File: src/rtl/mc_cu_pkg.sv
// Shared encodings for the multi-cycle control unit: states, ALU/mux codes,
// opcode/func values and the one-hot instruction class produced by the decoder.
package mc_cu_pkg;

    typedef enum logic [2:0] {
        S_IF  = 3'd0,
        S_ID  = 3'd1,
        S_EXE = 3'd2,
        S_MEM = 3'd3,
        S_WB  = 3'd4
    } state_e;

    localparam logic [3:0] ALUC_ADD = 4'b0000;
    localparam logic [3:0] ALUC_SUB = 4'b0100;
    localparam logic [3:0] ALUC_AND = 4'b0001;
    localparam logic [3:0] ALUC_OR  = 4'b0101;
    localparam logic [3:0] ALUC_XOR = 4'b0010;
    localparam logic [3:0] ALUC_LUI = 4'b0110;
    localparam logic [3:0] ALUC_SLL = 4'b0011;
    localparam logic [3:0] ALUC_SRL = 4'b0111;
    localparam logic [3:0] ALUC_SRA = 4'b1111;
    localparam logic [3:0] ALUC_BLE = 4'b1011;

    localparam logic [1:0] PC_ALU    = 2'd0;
    localparam logic [1:0] PC_ALUOUT = 2'd1;
    localparam logic [1:0] PC_REGA   = 2'd2;
    localparam logic [1:0] PC_JUMP   = 2'd3;

    localparam logic [1:0] ALUA_PC   = 2'd0;
    localparam logic [1:0] ALUA_REGA = 2'd1;
    localparam logic [1:0] ALUA_SA   = 2'd2;

    localparam logic [1:0] ALUB_REGB = 2'd0;
    localparam logic [1:0] ALUB_FOUR = 2'd1;
    localparam logic [1:0] ALUB_IMM  = 2'd2;
    localparam logic [1:0] ALUB_BR   = 2'd3;

    localparam logic [5:0] OP_RTYPE = 6'b000000;
    localparam logic [5:0] OP_ADDI  = 6'b001000;
    localparam logic [5:0] OP_ANDI  = 6'b001100;
    localparam logic [5:0] OP_ORI   = 6'b001101;
    localparam logic [5:0] OP_XORI  = 6'b001110;
    localparam logic [5:0] OP_LUI   = 6'b001111;
    localparam logic [5:0] OP_LW    = 6'b100011;
    localparam logic [5:0] OP_SW    = 6'b101011;
    localparam logic [5:0] OP_BEQ   = 6'b000100;
    localparam logic [5:0] OP_BNE   = 6'b000101;
    localparam logic [5:0] OP_BLE   = 6'b000110;
    localparam logic [5:0] OP_J     = 6'b000010;
    localparam logic [5:0] OP_JAL   = 6'b000011;

    localparam logic [5:0] FN_ADD = 6'b100000;
    localparam logic [5:0] FN_SUB = 6'b100010;
    localparam logic [5:0] FN_AND = 6'b100100;
    localparam logic [5:0] FN_OR  = 6'b100101;
    localparam logic [5:0] FN_XOR = 6'b100110;
    localparam logic [5:0] FN_SLL = 6'b000000;
    localparam logic [5:0] FN_SRL = 6'b000010;
    localparam logic [5:0] FN_SRA = 6'b000011;
    localparam logic [5:0] FN_JR  = 6'b001000;

    typedef struct packed {
        logic i_add, i_sub, i_and, i_or, i_xor;
        logic i_sll, i_srl, i_sra, i_jr;
        logic i_addi, i_andi, i_ori, i_xori, i_lui;
        logic i_lw, i_sw, i_beq, i_bne, i_ble;
        logic i_j, i_jal;
    } inst_t;

    // Immediate forms share the code of their R-type counterpart.
    function automatic logic [3:0] aluc_of(input inst_t c);
        if (c.i_sub || c.i_beq || c.i_bne) return ALUC_SUB;
        if (c.i_and || c.i_andi)           return ALUC_AND;
        if (c.i_or  || c.i_ori)            return ALUC_OR;
        if (c.i_xor || c.i_xori)           return ALUC_XOR;
        if (c.i_lui)                       return ALUC_LUI;
        if (c.i_sll)                       return ALUC_SLL;
        if (c.i_srl)                       return ALUC_SRL;
        if (c.i_sra)                       return ALUC_SRA;
        if (c.i_ble)                       return ALUC_BLE;
        return ALUC_ADD;
    endfunction

endpackage

File: src/rtl/mc_cu_dec.sv
// Combinational instruction decoder: op/func to one-hot class; any encoding
// outside the supported set raises illegal.
module mc_cu_dec
    import mc_cu_pkg::*;
(
    input  logic [5:0] op,
    input  logic [5:0] func,
    output inst_t      cls,
    output logic       illegal
);

    // NOTE: every combinational output gets a default first so no path leaves it unassigned (no latch).
    always_comb begin
        cls = '0;
        case (op)
            OP_RTYPE: begin
                case (func)
                    FN_ADD:  cls.i_add = 1'b1;
                    FN_SUB:  cls.i_sub = 1'b1;
                    FN_AND:  cls.i_and = 1'b1;
                    FN_OR:   cls.i_or  = 1'b1;
                    FN_XOR:  cls.i_xor = 1'b1;
                    FN_SLL:  cls.i_sll = 1'b1;
                    FN_SRL:  cls.i_srl = 1'b1;
                    FN_SRA:  cls.i_sra = 1'b1;
                    FN_JR:   cls.i_jr  = 1'b1;
                    default: cls = '0;
                endcase
            end
            OP_ADDI: cls.i_addi = 1'b1;
            OP_ANDI: cls.i_andi = 1'b1;
            OP_ORI:  cls.i_ori  = 1'b1;
            OP_XORI: cls.i_xori = 1'b1;
            OP_LUI:  cls.i_lui  = 1'b1;
            OP_LW:   cls.i_lw   = 1'b1;
            OP_SW:   cls.i_sw   = 1'b1;
            OP_BEQ:  cls.i_beq  = 1'b1;
            OP_BNE:  cls.i_bne  = 1'b1;
            OP_BLE:  cls.i_ble  = 1'b1;
            OP_J:    cls.i_j    = 1'b1;
            OP_JAL:  cls.i_jal  = 1'b1;
            default: cls = '0;
        endcase
    end

    assign illegal = (cls == '0);

endmodule

File: src/rtl/mc_cu.sv
// Multi-cycle MIPS-subset control FSM (IF/ID/EXE/MEM/WB) with memory-ready
// handshake and a retired-instruction counter.
module mc_cu
    import mc_cu_pkg::*;
#(
    parameter int CNT_W = 32
) (
    input  logic             clock,
    input  logic             resetn,
    input  logic [5:0]       op,
    input  logic [5:0]       func,
    input  logic             z,
    input  logic             le,
    input  logic             mem_ready,
    output logic             rmem,
    output logic             wmem,
    output logic             iord,
    output logic             wir,
    output logic             wpc,
    output logic [1:0]       pcsource,
    output logic [1:0]       alua_sel,
    output logic [1:0]       alub_sel,
    output logic [3:0]       aluc,
    output logic             sext,
    output logic             wreg,
    output logic             regrt,
    output logic             m2reg,
    output logic             jal,
    output logic [2:0]       state,
    output logic             illegal,
    output logic [CNT_W-1:0] icount
);

    state_e           state_q, state_d;
    logic [CNT_W-1:0] icount_q, icount_d;
    logic             retire;
    inst_t            cls;
    logic             dec_illegal;
    logic             is_ralu, is_shift, is_ialu, is_branch, taken;

    mc_cu_dec u_dec (
        .op      (op),
        .func    (func),
        .cls     (cls),
        .illegal (dec_illegal)
    );

    assign is_ralu   = cls.i_add | cls.i_sub | cls.i_and | cls.i_or | cls.i_xor;
    assign is_shift  = cls.i_sll | cls.i_srl | cls.i_sra;
    assign is_ialu   = cls.i_addi | cls.i_andi | cls.i_ori | cls.i_xori | cls.i_lui;
    assign is_branch = cls.i_beq | cls.i_bne | cls.i_ble;
    assign taken     = (cls.i_beq & z) | (cls.i_bne & ~z) | (cls.i_ble & le);

    // NOTE: sequential state uses non-blocking assignments; reset is asynchronous active-low.
    always_ff @(posedge clock or negedge resetn) begin
        if (!resetn) begin
            state_q  <= S_IF;
            icount_q <= '0;
        end else begin
            state_q  <= state_d;
            icount_q <= icount_d;
        end
    end

    always_comb begin
        state_d  = state_q;
        retire   = 1'b0;
        rmem     = 1'b0;
        wmem     = 1'b0;
        iord     = 1'b0;
        wir      = 1'b0;
        wpc      = 1'b0;
        pcsource = PC_ALU;
        alua_sel = ALUA_PC;
        alub_sel = ALUB_REGB;
        aluc     = ALUC_ADD;
        sext     = 1'b0;
        wreg     = 1'b0;
        regrt    = 1'b0;
        m2reg    = 1'b0;
        jal      = 1'b0;
        illegal  = 1'b0;
        // Holding reset silences every control line, including pending memory requests.
        if (resetn) begin
            case (state_q)
                S_IF: begin
                    rmem     = 1'b1;
                    alub_sel = ALUB_FOUR;
                    if (mem_ready) begin
                        wir     = 1'b1;
                        wpc     = 1'b1;
                        state_d = S_ID;
                    end
                end
                S_ID: begin
                    alub_sel = ALUB_BR;
                    sext     = 1'b1;
                    if (cls.i_j || cls.i_jal) begin
                        wpc      = 1'b1;
                        pcsource = PC_JUMP;
                        wreg     = cls.i_jal;
                        jal      = cls.i_jal;
                        retire   = 1'b1;
                        state_d  = S_IF;
                    end else if (cls.i_jr) begin
                        wpc      = 1'b1;
                        pcsource = PC_REGA;
                        retire   = 1'b1;
                        state_d  = S_IF;
                    end else if (dec_illegal) begin
                        illegal  = 1'b1;
                        retire   = 1'b1;
                        state_d  = S_IF;
                    end else begin
                        state_d  = S_EXE;
                    end
                end
                S_EXE: begin
                    alua_sel = ALUA_REGA;
                    aluc     = aluc_of(cls);
                    state_d  = S_IF;
                    if (is_ralu) begin
                        state_d = S_WB;
                    end else if (is_shift) begin
                        alua_sel = ALUA_SA;
                        state_d  = S_WB;
                    end else if (is_ialu) begin
                        alub_sel = ALUB_IMM;
                        sext     = cls.i_addi;
                        state_d  = S_WB;
                    end else if (cls.i_lw || cls.i_sw) begin
                        alub_sel = ALUB_IMM;
                        sext     = 1'b1;
                        state_d  = S_MEM;
                    end else if (is_branch) begin
                        wpc      = taken;
                        pcsource = taken ? PC_ALUOUT : PC_ALU;
                        retire   = 1'b1;
                    end
                end
                S_MEM: begin
                    iord = 1'b1;
                    rmem = cls.i_lw;
                    wmem = cls.i_sw;
                    if (mem_ready) begin
                        if (cls.i_lw) begin
                            state_d = S_WB;
                        end else begin
                            retire  = cls.i_sw;
                            state_d = S_IF;
                        end
                    end
                end
                S_WB: begin
                    wreg    = 1'b1;
                    regrt   = is_ialu | cls.i_lw;
                    m2reg   = cls.i_lw;
                    retire  = 1'b1;
                    state_d = S_IF;
                end
                default: state_d = S_IF;
            endcase
        end
    end

    assign icount_d = icount_q + {{(CNT_W-1){1'b0}}, retire};
    assign icount   = icount_q;
    assign state    = state_q;

endmodule
File: config.mk
export PLATFORM = sky130hd
export DESIGN_NAME = mc_cu
export DESIGN_NICKNAME = d
export VERILOG_FILES = /design/src/rtl/mc_cu_pkg.sv /design/src/rtl/mc_cu_dec.sv /design/src/rtl/mc_cu.sv
export SDC_FILE = /design/constraint.sdc
export NUM_CORES = 1
export LEC_CHECK = 0
export ABC_AREA = 0
export CORE_MARGIN = 5
export CORE_UTILIZATION = 45
export DETAILED_ROUTE_END_ITERATION = 10
export DONT_BUFFER_PORTS = 1
export PLACE_DENSITY_LB_ADDON = 0.05
export SLEW_MARGIN = 5
export SYNTH_ARGS = -nofsm -noshare
export SYNTH_HDL_FRONTEND = slang
export SYNTH_SLANG_ARGS = --single-unit
File: constraint.sdc
create_clock -name clock -period 7.5 [get_ports clock]
set_input_delay 1.125 -clock clock [delete_from_list [all_inputs] [get_ports clock]]
set_output_delay 1.125 -clock clock [all_outputs]
set_load 0.005 [all_outputs]
==> results.md <==
- The first-pass GRT wire length is 8.71 mm.
- The fraction of post-synthesis cell area in the top cell type by area is 39.6%.
- The static leakage is 0.970 nW.
- The register bit count reported by yosys is 35.
- The detailed-route vias per instance is about 5.7.
- The slowest stage of the critical path belongs to the cell sky130_fd_sc_hd__or4_4.
- The most crowded layer after global routing is met2.
- The number of placed I/O pins is 73.
- The critical path goes through or4_4 > nor4_4 > o211a_1 > nor2b_1 > a31oi_1.
- The total via count in the routed design is around 1800.
- The met2 track utilization from global routing is 27.2%.
- The maximum number of buffers from clock root to sink is 2.
- In this design, the stage delay of the slowest critical-path cell is ~0.57 ns.
- In the routed design, unresolved DRC markers number 0.
- The most used standard cell by instance count after synthesis is sky130_fd_sc_hd__dfrtp_1.
- STA puts the critical path data required time at 6.38 ns.
- The number of gates resized after CTS was 0.
- In this run the remaining antenna-violating nets after routing total 0.
- The cell count after synthesis came out at 249.
- The final routed wire length divided by cell count is 16.9 um.
- Buffers inserted during clock tree synthesis total 5.
- The launching point of the worst reg2reg path is state[1]$_DFFE_PN0P_.
- The clock period minus worst slack is 3.58 ns.
- The commonest cells after synthesis are sky130_fd_sc_hd__dfrtp_1, sky130_fd_sc_hd__nor2_1, sky130_fd_sc_hd__nand2_1, sky130_fd_sc_hd__xnor2_1, sky130_fd_sc_hd__nand3_1.
- The height of the chip is between 80 and 90 um.
- The core box area is 4750 um2.
- Setup violations remaining at the end of the flow were counted as 0.
- The setup clock skew after layout is between 0.002 and 0.003 ns.
- The worst path uses 47.8% of the clock period.
- Timing would allow up to about 280 MHz.
- The total wire length is 5.34 mm.
- The startpoint identified for the worst hold timing path is icount[31]$_DFF_PN0_.
- The per-instance average area after synthesis is 8.89 um2.
- The maximum vdd ir drop is approximately 73 uV.
- Counting every net in the synthesized netlist gives 269.
- The maximum fanout encountered on the critical timing path is 9.
- The number of hold buffers added after CTS was 0.
- The flow ran to the end, and the final reports show no timing, DRC or antenna violations.
- Summed over all layers, the global routing overflow is 0.
- For this run, the share of the core covered by cells in the final layout is 49.1%.
- Sorting the synthesized cells by area gives the leading types as sky130_fd_sc_hd__dfrtp_1, sky130_fd_sc_hd__xnor2_1, sky130_fd_sc_hd__nor2_1.
- For this configuration, the core starts out at a cell density of 46.6%.
- Summing all multi-input logic gate instances after layout gives 1270 um2.
- For this design the ratio of total power to cell area is 170 nW/um2.
- The final-report max-slew violation count came to 0.
- The aggregate negative setup slack is 0 ns.
- The initial antenna violation count is 0.
- The type of origin of the critical path is an input port.
- The cell area that synthesis handed to floorplanning was roughly 2200 um2.
- Setup repair after global routing left no endpoint under its margin.
- The detailed router's first-iteration violation count is 92.
- The total die area is 6420 um2.
- In this run the horizontal extent of the chip is 80.1 um.
- The number of core rows is 25.
- The Yosys step of the flow raised 0 warnings.
- The sequential cell area is between 800 and 900 um2.
- The cell type with the largest total area after synthesis is sky130_fd_sc_hd__dfrtp_1.
- The clock insertion delay at the later pin of the skew report is 0.28 ns.
- TritonCTS built the clock tree.
- For the pin with the worst max-slew slack, the measured transition is 0.674 ns.
- The number of fill cells is 486.
- The diode insertion count for antenna repair is 0.
- The distinct cell type count after synthesis is 48.
- The sequential cell area fraction in the yosys report is between 30% and 40%.
- The area added between synthesis and finish is 5.37%.
- The CTS clock-pin slew for the worst setup and hold paths is 0.06 ns.
- STA classifies the critical path endpoint as an output port.
- The class of the tightest hold or removal check is flop to flop.
- The max-cap violation count is 0.
- Global routing consumed, on the met1 layer, 20.9% of the routing resources.
- The routability-driven placement congestion ratio is 0.912.
- Of all flip-flops after synthesis, the portion carrying an async set or reset was 100%.
- The number of hold violations in the final report was 0.
- The share of layout cells above drive strength 1 is between 5 and 6%.
- By startpoint and endpoint, the worst setup path is classified as input port to output port.
- The number of port buffers is 0.
- Counting flops with a built-in enable in the synthesized netlist gives 0.
- For this run, global-route usage on met3 was measured as 6.95%.
- The via count of the first global-routing pass came to 1708.
- The H-tree generated during clock tree synthesis spans 2 levels.
- The wire-length estimate of the detail-placed layout is ~4.2 mm.
- The arrival time at the worst endpoint is between 2 and 2.5 ns.
- In this run the worst setup path begins at op[0].
- The layout net count is 267.
- The first-pass iteration count of the detailed router is 5.
- Once the clock tree was built, the setup fixing pass inserted 0 buffers.
- The most used flip-flop cell after synthesis is sky130_fd_sc_hd__dfrtp_1.
- The CTS sink count is 35.
- The clock root buffer is sky130_fd_sc_hd__clkbuf_8.
- The maximum number of pins on one net before global-route repair is between 40 and 50.
- The global-route total usage across every layer is 17.3%.
- In this run the tightest slew margin relative to its limit is 54.7%.
sequential cells by signal (all words and copies together) (netlist names):
register	count
state	3
icount	32
path summary, 6_finish.rpt:
kind	end	slack (ns)	cells past startpoint
min	icount[31]$_DFF_PN0_	0.50	1
min reg2reg	icount[31]$_DFF_PN0_	0.50	1
max in group asynchronous	state[0]$_DFFE_PN0P_	6.89	0
max reg2reg	icount[31]$_DFF_PN0_	4.42	11
max	aluc[1]	3.92	5
min in group asynchronous	icount[20]$_DFF_PN0_	0.54	0
cell families after synthesis:
| logic type | synth area share (%) |
|---|---|
| buf+inv | 2.94 |
| flops | 39.6 |
| xor+xnor | 11.9 |
| mux | 0.452 |
| simple gates | 33.6 |
| compound gates | 9.84 |
| fa+ha+maj | 1.70 |
power by group:
part           internal (mW)  switching, mW  total (mW)  leakage [nW]
clock                 0.0650         0.0607       0.126        0.0422
sequential             0.203         0.0279       0.231         0.480
combinational         0.0193         0.0220      0.0413         0.448
placed cells by master, fill, tap and decap left out, drive strengths merged, types with 2 or more instances in the layout:
cell type / Yosys / layout
nand2: 23 / 23
inv: 5 / 5
and4: 3 / 3
nor4: 3 / 3
a31oi: 5 / 5
a211o: 2 / 2
nand2b: 3 / 3
and3: 9 / 9
o21ai: 6 / 6
nand4: 13 / 13
nand3b: 2 / 2
a21oi: 8 / 8
o21a: 2 / 2
xnor2: 20 / 20
dfrtp: 35 / 35
nor3b: 3 / 3
clkbuf: 5 / 7
nor2: 30 / 30
nand3: 16 / 16
nor3: 11 / 11
a41oi: 3 / 3
nor4bb: 2 / 2
xor2: 10 / 10
nor2b: 5 / 5
and2: 3 / 3
ha: 3 / 3
critical path: cells and delay by family:
kind               cells  cell delay [ns]
AOI/OAI and AO/OA      2             0.47
and+or+nand+nor        3             0.86
metrics by stage:
step / power [mW] / cell area (um2) / hold slack [ns] / instances / setup WS, ns
final: 0.398 / 2330 / 0.499 / 315 / 3.92
after global routing: 0.422 / 2330 / 0.512 / 315 / 3.74
after CTS: 0.406 / 2330 / 0.506 / 315 / 3.92
after detailed placement: 0.277 / 2250 / 0.494 / 307 / 3.79
after global placement: 0.279 / 2250 / 0.491 / 307 / 3.81
after floorplan: 0.266 / 2210 / 0.465 / 249 / 3.92
cell type report:
cell class	instances	area share (%)
Multi-Input combinational cell	200	54.6
Sequential cell	35	37.6
Inverter	5	0.805
Tap cell	67	3.59
Clock buffer	7	3.27
Clock inverter	1	0.215
per-layer routing:
| layer | part of all wire (%) | vias up | wire length (um) |
|---|---|---|---|
| met5 | 0 | - | 0 |
| li1 | - | 896 | - |
| met4 | 2.7 | 0 | 143 |
| met1 | 42 | 807 | 2240 |
| met3 | 10 | 12 | 537 |
| met2 | 45 | 75 | 2420 |
No activity file was read; power rests on OpenSTA's default activity.
